==> config.mk <==
export PLATFORM = sky130hd
export DESIGN_NAME = alu_exec_unit
export DESIGN_NICKNAME = d
export VERILOG_FILES = /design/src/rtl/alu_exec_unit.sv
export SDC_FILE = /design/constraint.sdc
export NUM_CORES = 1
export LEC_CHECK = 0
export ABC_AREA = 1
export BUFFER_PORTS_ARGS = -buffer_cell sky130_fd_sc_hd__buf_4
export CELL_PAD_IN_SITES_DETAIL_PLACEMENT = 0
export CELL_PAD_IN_SITES_GLOBAL_PLACEMENT = 1
export CORE_ASPECT_RATIO = 1.5
export CORE_MARGIN = 4
export CORE_UTILIZATION = 42
export DETAILED_ROUTE_END_ITERATION = 6
export GPL_TIMING_DRIVEN = 0
export PLACE_DENSITY = 0.86
export SLEW_MARGIN = 20
export SYNTH_ARGS = -nofsm -noshare
export SYNTH_HDL_FRONTEND = slang
export SYNTH_SLANG_ARGS = --single-unit
==> constraint.sdc <==
create_clock -name clk -period 2.76 [get_ports clk]
set_clock_uncertainty 0.05 [all_clocks]
set_input_delay 0.414 -clock clk [delete_from_list [all_inputs] [get_ports clk]]
set_output_delay 0.414 -clock clk [all_outputs]
set_load 0.005 [all_outputs]
==> src/rtl/alu_exec_unit.sv <==
// -----------------------------------------------------------------------------
// alu_exec_unit
//
// Execute-stage ALU. Takes the 5-bit ALU control code and the sign bit from the
// control decoder, operates on two DATA_W-bit operands and returns a registered
// result over a valid/ready handshake.
//
// Logic ops, add/sub, SLT, illegal codes and zero-amount shifts complete on the
// accept edge. Non-zero shifts run iteratively, SHIFT_STEP bits per cycle, and
// hold in_ready low until the result is loaded.
//
// Build option:
//   FAST_SHIFT_EN  single-cycle barrel shifter, no SHIFT state, SHIFT_STEP unused
//
// Ports:
//   clk        system clock, rising edge
//   reset_n    asynchronous active-low reset
//   in_valid   operation request
//   in_ready   unit can accept a request this cycle
//   alu_ctrl   0=ADD 1=SUB 2=AND 3=OR 4=XOR 5=NOR 6=SLL 7=SRL 8=SRA 9=SLT
//   sign       1 = signed compare / overflow semantics
//   op_a       operand A (rs)
//   op_b       operand B (rt/imm), source operand for shifts
//   shamt      shift amount
//   out_valid  result registers hold an unconsumed result
//   out_ready  downstream accepts the result
//   result     operation result
//   zero       result == 0
//   overflow   signed ADD/SUB overflow (only when sign=1)
//   illegal    alu_ctrl > 9
//
// state | meaning
// ------+---------------------------------------------
// IDLE  | ready to accept a new operation
// SHIFT | iterative shift in progress, in_ready held low
// -----------------------------------------------------------------------------
module alu_exec_unit #(
   parameter int DATA_W     = 32,
   parameter int SHIFT_STEP = 1
) (
   input  logic              clk,
   input  logic              reset_n,
   input  logic              in_valid,
   output logic              in_ready,
   input  logic [4:0]        alu_ctrl,
   input  logic              sign,
   input  logic [DATA_W-1:0] op_a,
   input  logic [DATA_W-1:0] op_b,
   input  logic [4:0]        shamt,
   output logic              out_valid,
   input  logic              out_ready,
   output logic [DATA_W-1:0] result,
   output logic              zero,
   output logic              overflow,
   output logic              illegal
);

   localparam int MSB = DATA_W - 1;

   localparam logic [4:0] OP_ADD = 5'd0;
   localparam logic [4:0] OP_SUB = 5'd1;
   localparam logic [4:0] OP_AND = 5'd2;
   localparam logic [4:0] OP_OR  = 5'd3;
   localparam logic [4:0] OP_XOR = 5'd4;
   localparam logic [4:0] OP_NOR = 5'd5;
   localparam logic [4:0] OP_SLL = 5'd6;
   localparam logic [4:0] OP_SRL = 5'd7;
   localparam logic [4:0] OP_SRA = 5'd8;
   localparam logic [4:0] OP_SLT = 5'd9;

   logic              out_free;
   logic              accept;
   logic              is_shift;
   logic              start_iter;
   logic [DATA_W-1:0] sum;
   logic [DATA_W-1:0] diff;
   logic              lt;
   logic [DATA_W-1:0] nx_res;
   logic              nx_ov;
   logic              nx_ill;

   // The output register can take a new value when empty or being drained
   // on this same edge.
   assign out_free = !out_valid || out_ready;
   assign accept   = in_valid && in_ready;
   assign is_shift = (alu_ctrl == OP_SLL) || (alu_ctrl == OP_SRL) ||
                     (alu_ctrl == OP_SRA);
   assign sum      = op_a + op_b;
   assign diff     = op_a - op_b;

   // Single-cycle result for everything that completes on the accept edge.
   always_comb begin
      nx_res = '0;
      nx_ov  = 1'b0;
      nx_ill = 1'b0;
      lt     = sign ? ($signed(op_a) < $signed(op_b)) : (op_a < op_b);
      case (alu_ctrl)
         OP_ADD: begin
            nx_res = sum;
            nx_ov  = sign && (op_a[MSB] == op_b[MSB]) && (sum[MSB] != op_a[MSB]);
         end
         OP_SUB: begin
            nx_res = diff;
            nx_ov  = sign && (op_a[MSB] != op_b[MSB]) && (diff[MSB] != op_a[MSB]);
         end
         OP_AND: nx_res = op_a & op_b;
         OP_OR:  nx_res = op_a | op_b;
         OP_XOR: nx_res = op_a ^ op_b;
         OP_NOR: nx_res = ~(op_a | op_b);
`ifdef FAST_SHIFT_EN
         OP_SLL: nx_res = op_b << shamt;
         OP_SRL: nx_res = op_b >> shamt;
         OP_SRA: nx_res = $signed(op_b) >>> shamt;
`else
         // Only reaches the output this way when shamt == 0; non-zero
         // amounts go through the SHIFT state.
         OP_SLL, OP_SRL, OP_SRA: nx_res = op_b;
`endif
         OP_SLT: nx_res = {{(DATA_W-1){1'b0}}, lt};
         default: nx_ill = 1'b1;
      endcase
   end

`ifndef FAST_SHIFT_EN
   typedef enum logic {
      IDLE  = 1'b0,
      SHIFT = 1'b1
   } state_t;

   localparam logic [1:0] KIND_SLL = 2'd0;
   localparam logic [1:0] KIND_SRL = 2'd1;
   localparam logic [1:0] KIND_SRA = 2'd2;
   localparam logic [4:0] STEP5    = 5'(SHIFT_STEP);

   state_t            state;
   state_t            state_nx;
   logic [DATA_W-1:0] sh_val;
   logic [DATA_W-1:0] sh_val_nx;
   logic [4:0]        sh_rem;
   logic [4:0]        sh_rem_nx;
   logic [4:0]        sh_amt;
   logic [1:0]        sh_kind;
   logic              shift_done;

   assign start_iter = is_shift && (shamt != 5'd0);
   assign in_ready   = reset_n && (state == IDLE) && out_free;

   // Last step may be shorter than SHIFT_STEP.
   assign sh_amt    = (sh_rem < STEP5) ? sh_rem : STEP5;
   assign sh_rem_nx = sh_rem - sh_amt;

   always_comb begin
      sh_val_nx = sh_val;
      case (sh_kind)
         KIND_SLL: sh_val_nx = sh_val << sh_amt;
         KIND_SRL: sh_val_nx = sh_val >> sh_amt;
         KIND_SRA: sh_val_nx = $signed(sh_val) >>> sh_amt;
         default:  sh_val_nx = sh_val;
      endcase
   end

   // Once the amount is used up the shifter parks (sh_amt = 0) until the
   // output register is free.
   assign shift_done = (state == SHIFT) && (sh_rem_nx == 5'd0) && out_free;

   always_ff @(posedge clk or negedge reset_n) begin
      if (!reset_n) begin
         state <= IDLE;
      end else begin
         state <= state_nx;
      end
   end

   always_comb begin
      state_nx = state;
      case (state)
         IDLE:    if (accept && start_iter) state_nx = SHIFT;
         SHIFT:   if (shift_done)           state_nx = IDLE;
         default: state_nx = IDLE;
      endcase
   end

   always_ff @(posedge clk or negedge reset_n) begin
      if (!reset_n) begin
         sh_val  <= '0;
         sh_rem  <= '0;
         sh_kind <= KIND_SLL;
      end else if (accept && start_iter) begin
         sh_val <= op_b;
         sh_rem <= shamt;
         case (alu_ctrl)
            OP_SRL:  sh_kind <= KIND_SRL;
            OP_SRA:  sh_kind <= KIND_SRA;
            default: sh_kind <= KIND_SLL;
         endcase
      end else if (state == SHIFT) begin
         sh_val <= sh_val_nx;
         sh_rem <= sh_rem_nx;
      end
   end
`else
   assign start_iter = 1'b0;
   assign in_ready   = reset_n && out_free;
`endif

   always_ff @(posedge clk or negedge reset_n) begin
      if (!reset_n) begin
         out_valid <= 1'b0;
         result    <= '0;
         zero      <= 1'b0;
         overflow  <= 1'b0;
         illegal   <= 1'b0;
      end else if (accept && !start_iter) begin
         out_valid <= 1'b1;
         result    <= nx_res;
         zero      <= (nx_res == '0);
         overflow  <= nx_ov;
         illegal   <= nx_ill;
      end
`ifndef FAST_SHIFT_EN
      else if (shift_done) begin
         out_valid <= 1'b1;
         result    <= sh_val_nx;
         zero      <= (sh_val_nx == '0);
         overflow  <= 1'b0;
         illegal   <= 1'b0;
      end
`endif
      else if (out_valid && out_ready) begin
         out_valid <= 1'b0;
      end
   end

endmodule
==> results of run 1 <==
## worst register-to-register path, cell delays in order (launching register included)
cell     delay (ps)
dfrtp_1         450
nor2_4          350
inv_1           290
nand2_2         300
buf_4           290
o22ai_1         140
nor3_1          200
nand2_1         110
nor2_1          170
a21oi_1          80
a21oi_1         140
## path summary, 6_finish.rpt
kind	slack, ps	start	to
max	40	alu_ctrl[1]	zero
min	-80	reset_n	result[20]
max reg2reg	110	sh_kind[1]	zero
min reg2reg	440	sh_val[26]	sh_val[26]
max in group asynchronous	2380	reset_n	illegal
min in group clk	240	shamt[2]	sh_rem[2]
## report_power, final
group          leakage (uW)  internal, uW  total [uW]  switching (uW)
sequential         0.000981          1540        1910             371
combinational       0.00614          1780        4930            3140
clock              0.000160           845        1340             492
total               0.00728          4170        8170            4010
## through the flow
step | setup slack [ps] | total power [uW] | setup TNS [ps]
finish | 42.9 | 8170 | 0
global route | -68.3 | 8660 | -80.2
detailed placement | -911 | 6310 | -15590
global placement | -935 | 6270 | -13210
floorplan | 341 | 4700 | 0
CTS | -175 | 7690 | -189
## state kept, by name (all words and copies together) (netlist names)
register / cells
result: 32
sh_val: 32
sh_rem: 5
sh_kind: 2
illegal: 1
out_valid: 1
overflow: 1
state: 1
zero: 1
## area by class of cell
type                    instances  area share, %
plain buffers                  60           2.90
clock buffers                  13           1.84
clock inverters                 3          0.485
inverters                     310           8.94
multi-input cells            1447           60.3
flip-flops and latches         76           13.4
well taps                     333           2.94
repair buffers                172           9.18
## what timing repair did
action                                  in CTS  in global routing
buffers inserted                             4                 52
endpoints found under the setup margin      36                 34
pin swaps                                    2                 46
gates cloned                                 0                  1
resized for setup                           37                270
hold endpoints to repair                     0                 76
## cell usage after synthesis, drive strengths merged (12+ instances only)
master / count
nand2: 612
inv: 309
nor2: 210
nand3: 170
ha: 105
dfrtp: 76
o221ai: 74
a21oi: 67
o21ai: 67
buf: 46
nand4: 27
nor3: 26
o22ai: 19
clkbuf: 14
o211ai: 13
o21bai: 13
a211oi: 12
## per-layer routing
metal	routed length [um]	part of all wire [%]	global-route usage (%)
met5	0	0	0
met4	4070	7.7	21.1
met3	2980	5.6	3.41
met2	25500	48	59.0
met1	20600	39	41.0
## logic make-up after synthesis
family	count (synthesis)	synth area share (%)
xor+xnor	5	0.393
fa+ha+maj	107	12.1
simple gates	1055	39.7
compound gates	280	17.2
buf+inv	370	13.5
flops	76	17.1
==> results by group, run 1 <==
Outcome
  • Status: finished, violations left
  • Failing checks: hold timing

Setup path
  • Critical path's slowest cell: nor3_1
  • Worst path max stage delay: 420 ps
  • Crit end category: register
  • Worst path most repeated cell: nor2_1
  • WP depth: 15
  • Critical path class: primary input to register
  • Crit path required time: between 2000 and 3000 ps
  • CP cell instances: buf_4 -> inv_2 -> nor2_1 -> nand3_1 -> buf_2 -> nor2_1 -> nor3_1 -> nand2_1 -> nor2_4 -> nand2_1 -> nor2_2 -> nand3_1 -> nor2_1 -> nand4_1 -> a21oi_1
  • Reg2reg path depth: 10
  • Startpoint Class: primary input
  • Worst Path Max Fanout: 10
  • Worst Path Buf+Inv: 3
  • CP delay by family, top: simple AND/OR/NAND/NOR gates
  • CP arrival: around 2900 ps

Placement
  • Placer Congestion: about 1.0
  • Dpl hpwl: ~43000 um
  • Dpl cells: around 2300
  • Post-DP Area: 12400 um^2
  • IO buf count: 115

Floorplanning
  • Std cell rows: 72
  • Area of the die: between 20000 and 30000 um^2
  • Die Wd: 141 um
  • Die Span Y: around 210 um
  • Initial core utilization: between 40% and 50%
  • I/O pins: approximately 120
  • CORE AREA: between 20000 and 30000 um^2

Clock tree
  • Clock Sink Count: 76
  • Root buf cell: clkbuf_16
  • CTS Buf Count: 9
  • Clock slew at reported path FFs: 60 ps
  • Htree depth: 3
  • Hold_buf cts: 0
  • Worst skew pair latency: between 300 and 400 ps
  • CTS tree: built
  • Clock Path Buffers: 2

STA
  • Worst hold slack: -75.2 ps
  • Crit share post-route: between 90% and 100%
  • Setup violators final: 0
  • Max Fclk: between 300 and 400 MHz
  • Worst slew pin tran: between 700 and 800 ps
  • Max-slew headroom: between 40% and 50%
  • Max-slew violation count: 0
  • Clock period minus worst slack: around 2700 ps
  • Unrepaired setup endpoints after global routing: true
  • Final Hold Fails: 76

Cells and area
  • Antenna Cells: 0
  • Synth-to-Final Area Change: 27.1%
  • Commonest non-fill, non-tap cell in the layout: nand2_1
  • Fin area: roughly 14000 um^2
  • Total Nets Final: around 2300
  • Area of the multi-input gates: roughly 8500 um^2
  • Filler instances: roughly 2800
  • Most frequent cells in the layout: nand2_1 (555), inv_1 (251), buf_4 (179)
  • Sequential cell area: approximately 1900 um^2
  • Fin util: a little over half
  • Share of cells above drive strength 1: 23.9%
  • Count of non-filler cells in the finished layout: between 2000 and 2500

Detailed routing
  • DRC: 0
  • Routed WL per cell: approximately 22 um
  • Antenna viol nets, final: 0
  • Detailed Routing Iterations Pass 1: 5
  • Via/cell ratio: roughly 5.7
  • Final WL: ~53000 um
  • Starting DRT DRC Count: 1125
  • Via count: 13800

Synthesis
  • Synth Cell Area: roughly 11000 um^2
  • Synth top area share: about 20%
  • Synth unique cells: between 50 and 60
  • Seq/Total Area, Yosys: 17.1%
  • Post-Syn Area per Cell: a little under 6 um^2
  • YS warnings: 0
  • Syn Inst Count: around 1900
  • Post-synth EDFFs: 0
  • Predominant post-synthesis flop cell: dfrtp_1
  • Top post-synthesis cells by area: nand2_1 (20%), dfrtp_1 (17%), ha_1 (12%), inv_1 (9.8%), nand3_1 (7.5%)
  • Mapped Nets: 2079
  • Yosys reg bits: 76
  • Synth async-reset ratio: 100%
  • Yosys top cell by area: nand2_1

Global route
  • Gr usage total: 34.4%
  • Largest net degree at the start of global routing: 78
  • Vias in the first global route: approximately 13000
  • Initial antenna violation count: 0
  • Congestion Overflow GR: 0
  • Global-route wire length before repair: 76700 um

Run
  • Total of max-cap violations: 0

Min path
  • Hold crit path type: primary input to async pin

Power
  • Power Density: between 500 and 600 nW/um^2
  • P_leak: just over 0.007 uW
  • VDD IR max: between 0.7 and 0.8 mV
No activity file was read; power rests on OpenSTA's default activity.
==> inputs of run 2 (changes only) <==
--- a/config.mk
+++ b/config.mk
@@ -15,6 +15,8 @@
 export DETAILED_ROUTE_END_ITERATION = 6
 export GPL_TIMING_DRIVEN = 0
 export PLACE_DENSITY = 0.86
+export REMOVE_ABC_BUFFERS = 1
+export SETUP_SLACK_MARGIN = 0.4
 export SLEW_MARGIN = 20
 export SYNTH_ARGS = -nofsm -noshare
 export SYNTH_HDL_FRONTEND = slang
==> run 2 against run 1 <==
Compared with the run above: sequential cell count stayed put; the flow still finishes with violations (hold timing); clock power is 4% higher; critical path depth increased by 1; largest cell class unchanged; routed wire length shrank 0.35%.
==> results by group, run 2 (same netlist as run 1, synthesis figures left out) <==
Power
  • Power Density: 577 nW/um^2 (about the same)
  • VDD IR max: 0.509 mV (-28%)
  • P_leak: 0.00765 uW (+5.1%)

Detailed routing
  • Routed WL per cell: 21.7 um (-1.5%)
  • Final WL: 52900 um (-0.35%)
  • Starting DRT DRC Count: 1129 (+0.36%)
  • Via count: 14200 (+3.3%)
  • Via/cell ratio: 5.83 (+2.1%)
  • Antenna viol nets, final: 0 (unchanged)
  • DRC: 0 (unchanged)
  • Detailed Routing Iterations Pass 1: 6 (+1)

Cells and area
  • Count of non-filler cells in the finished layout: 2442 (+1.2%)
  • Fin util: 60.9% (+6.3 points)
  • Most frequent cells in the layout: nand2_1 (506), inv_1 (235), buf_4 (233)
  • Antenna Cells: 0 (unchanged)
  • Synth-to-Final Area Change: 41.8%
  • Fin area: 15800 um^2 (+12%)
  • Commonest non-fill, non-tap cell in the layout: nand2_1
  • Share of cells above drive strength 1: 33.1% (+9.2 points)
  • Top flop regs: result x32, sh_val x32, sh_rem x5
  • Total Nets Final: 2290 (+1.2%)

STA
  • Worst hold slack: -86.3 ps (-11.1 ps)
  • Final Hold Fails: 76 (unchanged)
  • Unrepaired setup endpoints after global routing: true
  • Setup TNS: 0 ps (unchanged)
  • Max-slew violation count: 0 (unchanged)
  • Max-slew headroom: 40.5% (-7.5 points)
  • Crit share post-route: 94.1% (-4.4 points)
  • Max Fclk: 385 MHz (+4.7%)
  • Setup violators final: 0 (unchanged)
  • Clock period minus worst slack: 2600 ps (-121 ps)
  • Worst slew pin tran: 884 ps (+112 ps)

Run
  • Total of max-cap violations: 0 (unchanged)

Floorplanning
  • Die Span Y: 208 um (unchanged)
  • I/O pins: 116 (unchanged)
  • Std cell rows: 72 (unchanged)
  • Die Wd: 141 um (unchanged)
  • Area of the die: 29300 um^2 (unchanged)
  • Initial core utilization: 43.0% (unchanged)
  • CORE AREA: 25900 um^2 (unchanged)

Placement
  • Dpl cells: 2283 (-2.5%)
  • Post-DP Area: 12200 um^2 (-2.2%)
  • Placer Congestion: 1.02 (-2.7%)
  • IO buf count: 115 (unchanged)
  • Dpl hpwl: 38300 um (-11%)

Clock tree
  • Worst skew pair latency: 350 ps (about the same)
  • Clock Sink Count: 76 (unchanged)
  • Hold_buf cts: 0 (unchanged)
  • Root buf cell: clkbuf_16
  • CTS Buf Count: 9 (unchanged)
  • CTS tree: built
  • Htree depth: 3 (unchanged)
  • Clock Path Buffers: 2 (unchanged)
  • Clock slew at reported path FFs: 60 ps (about the same)

Global route
  • Gr usage total: 34.4% (about the same)
  • Congestion Overflow GR: 0 (unchanged)
  • Global-route wire length before repair: 78200 um (+2.0%)
  • Initial antenna violation count: 0 (unchanged)
  • Vias in the first global route: 13600 (+5.6%)
  • Largest net degree at the start of global routing: 78 (unchanged)

Setup path
  • Worst Path Max Fanout: 4 (-6)
  • Reg2reg path depth: 16 (+6)
  • Critical path class: register to register
  • Startpoint Class: register
  • Crit end category: register
  • Reg2reg start: sh_rem[1]
  • Reg2reg setup slack: 160 ps (+50 ps)
  • CP arrival: 2810 ps (-120 ps)
  • RR Endpoint: zero
  • Crit path required time: 2980 ps (about the same)

Min path
  • Hold crit path type: primary input to async pin

Outcome
  • Failing checks: hold timing
  • Status: finished, violations left
[run 2: cell types whose count changed in the layout (fill, tap and decap cells not counted), moves of 16 or more]
cell,change
buf_2,-21
buf_4,+54
ha_1,-22
ha_4,+22
inv_1,-16
nand2_1,-49
nand2_2,+20
nand2_4,+23
nor2_1,-19
nor2_4,+16
o221ai_1,-20
o221ai_2,+18
[run 2: per-stage QoR]
| stage | setup WS (ps) | hold WS [ps] | total power (uW) |
|---|---|---|---|
| after floorplan | 38.7 | 68.4 | 4560 |
| after global routing | 134 | -51.2 | 9630 |
| final | 164 | -86.3 | 9130 |
| after detailed placement | -1010 | 430 | 5980 |
| after global placement | -1910 | 425 | 5920 |
| after CTS | 242 | 17.9 | 8320 |
[run 2: power by group]
part,internal (uW),total [uW],switching [uW]
Sequential,1540,1960,421
Clock,890,1390,502
Combinational,2270,5770,3500
Total,4700,9130,4420
[run 2: area by class of cell]
cell class	count	area, um^2
well taps	333	417
inverters	310	1350
multi-input cells	1450	9720
clock inverters	7	123
fillers	2488	10100
repair buffers	253	2040
clock buffers	9	225
flip-flops and latches	76	1910
repair inverters	4	32.5
[run 2: worst max path at each step]
| stage | from | to | cells after the start |
|---|---|---|---|
| 5_1_grt | sh_rem[1] | result[31] | 16 |
| 4_1_cts | op_b[17] | zero | 17 |
| 2_1_floorplan | sh_rem[1] | result[0] | 14 |
| 6_report | sh_rem[1] | zero | 16 |
| 3_5_place_dp | alu_ctrl[1] | result[24] | 10 |
| 3_3_place_gp | alu_ctrl[1] | zero | 12 |
[run 2: timing repair]
item / CTS / global route
pin swaps: 82 / 111
gates resized for setup: 317 / 244
cloned: 7 / 0
setup buffers: 89 / 47
endpoints found under the setup margin: 76 / 75
endpoints found under the hold margin: 0 / 76
[run 2: routing by layer]
metal,GRT usage [%],wire length [um]
met1,39.3,19100
met2,56.8,25000
met4,28.1,5510
met5,0,0
met3,4.38,3370
[run 2: critical path, stage by stage, from the launching register on]
cell,delay [ps]
dfrtp_1,380
inv_2,70
nand2_4,80
nor2_8,40
nor2_4,100
inv_2,60
ha_4,160
nor2_4,110
xor2_2,180
nand4_1,200
nor3_4,280
bufinv_8,230
nand2_8,120
buf_4,140
buf_4,110
nor2_1,50
a21oi_1,120
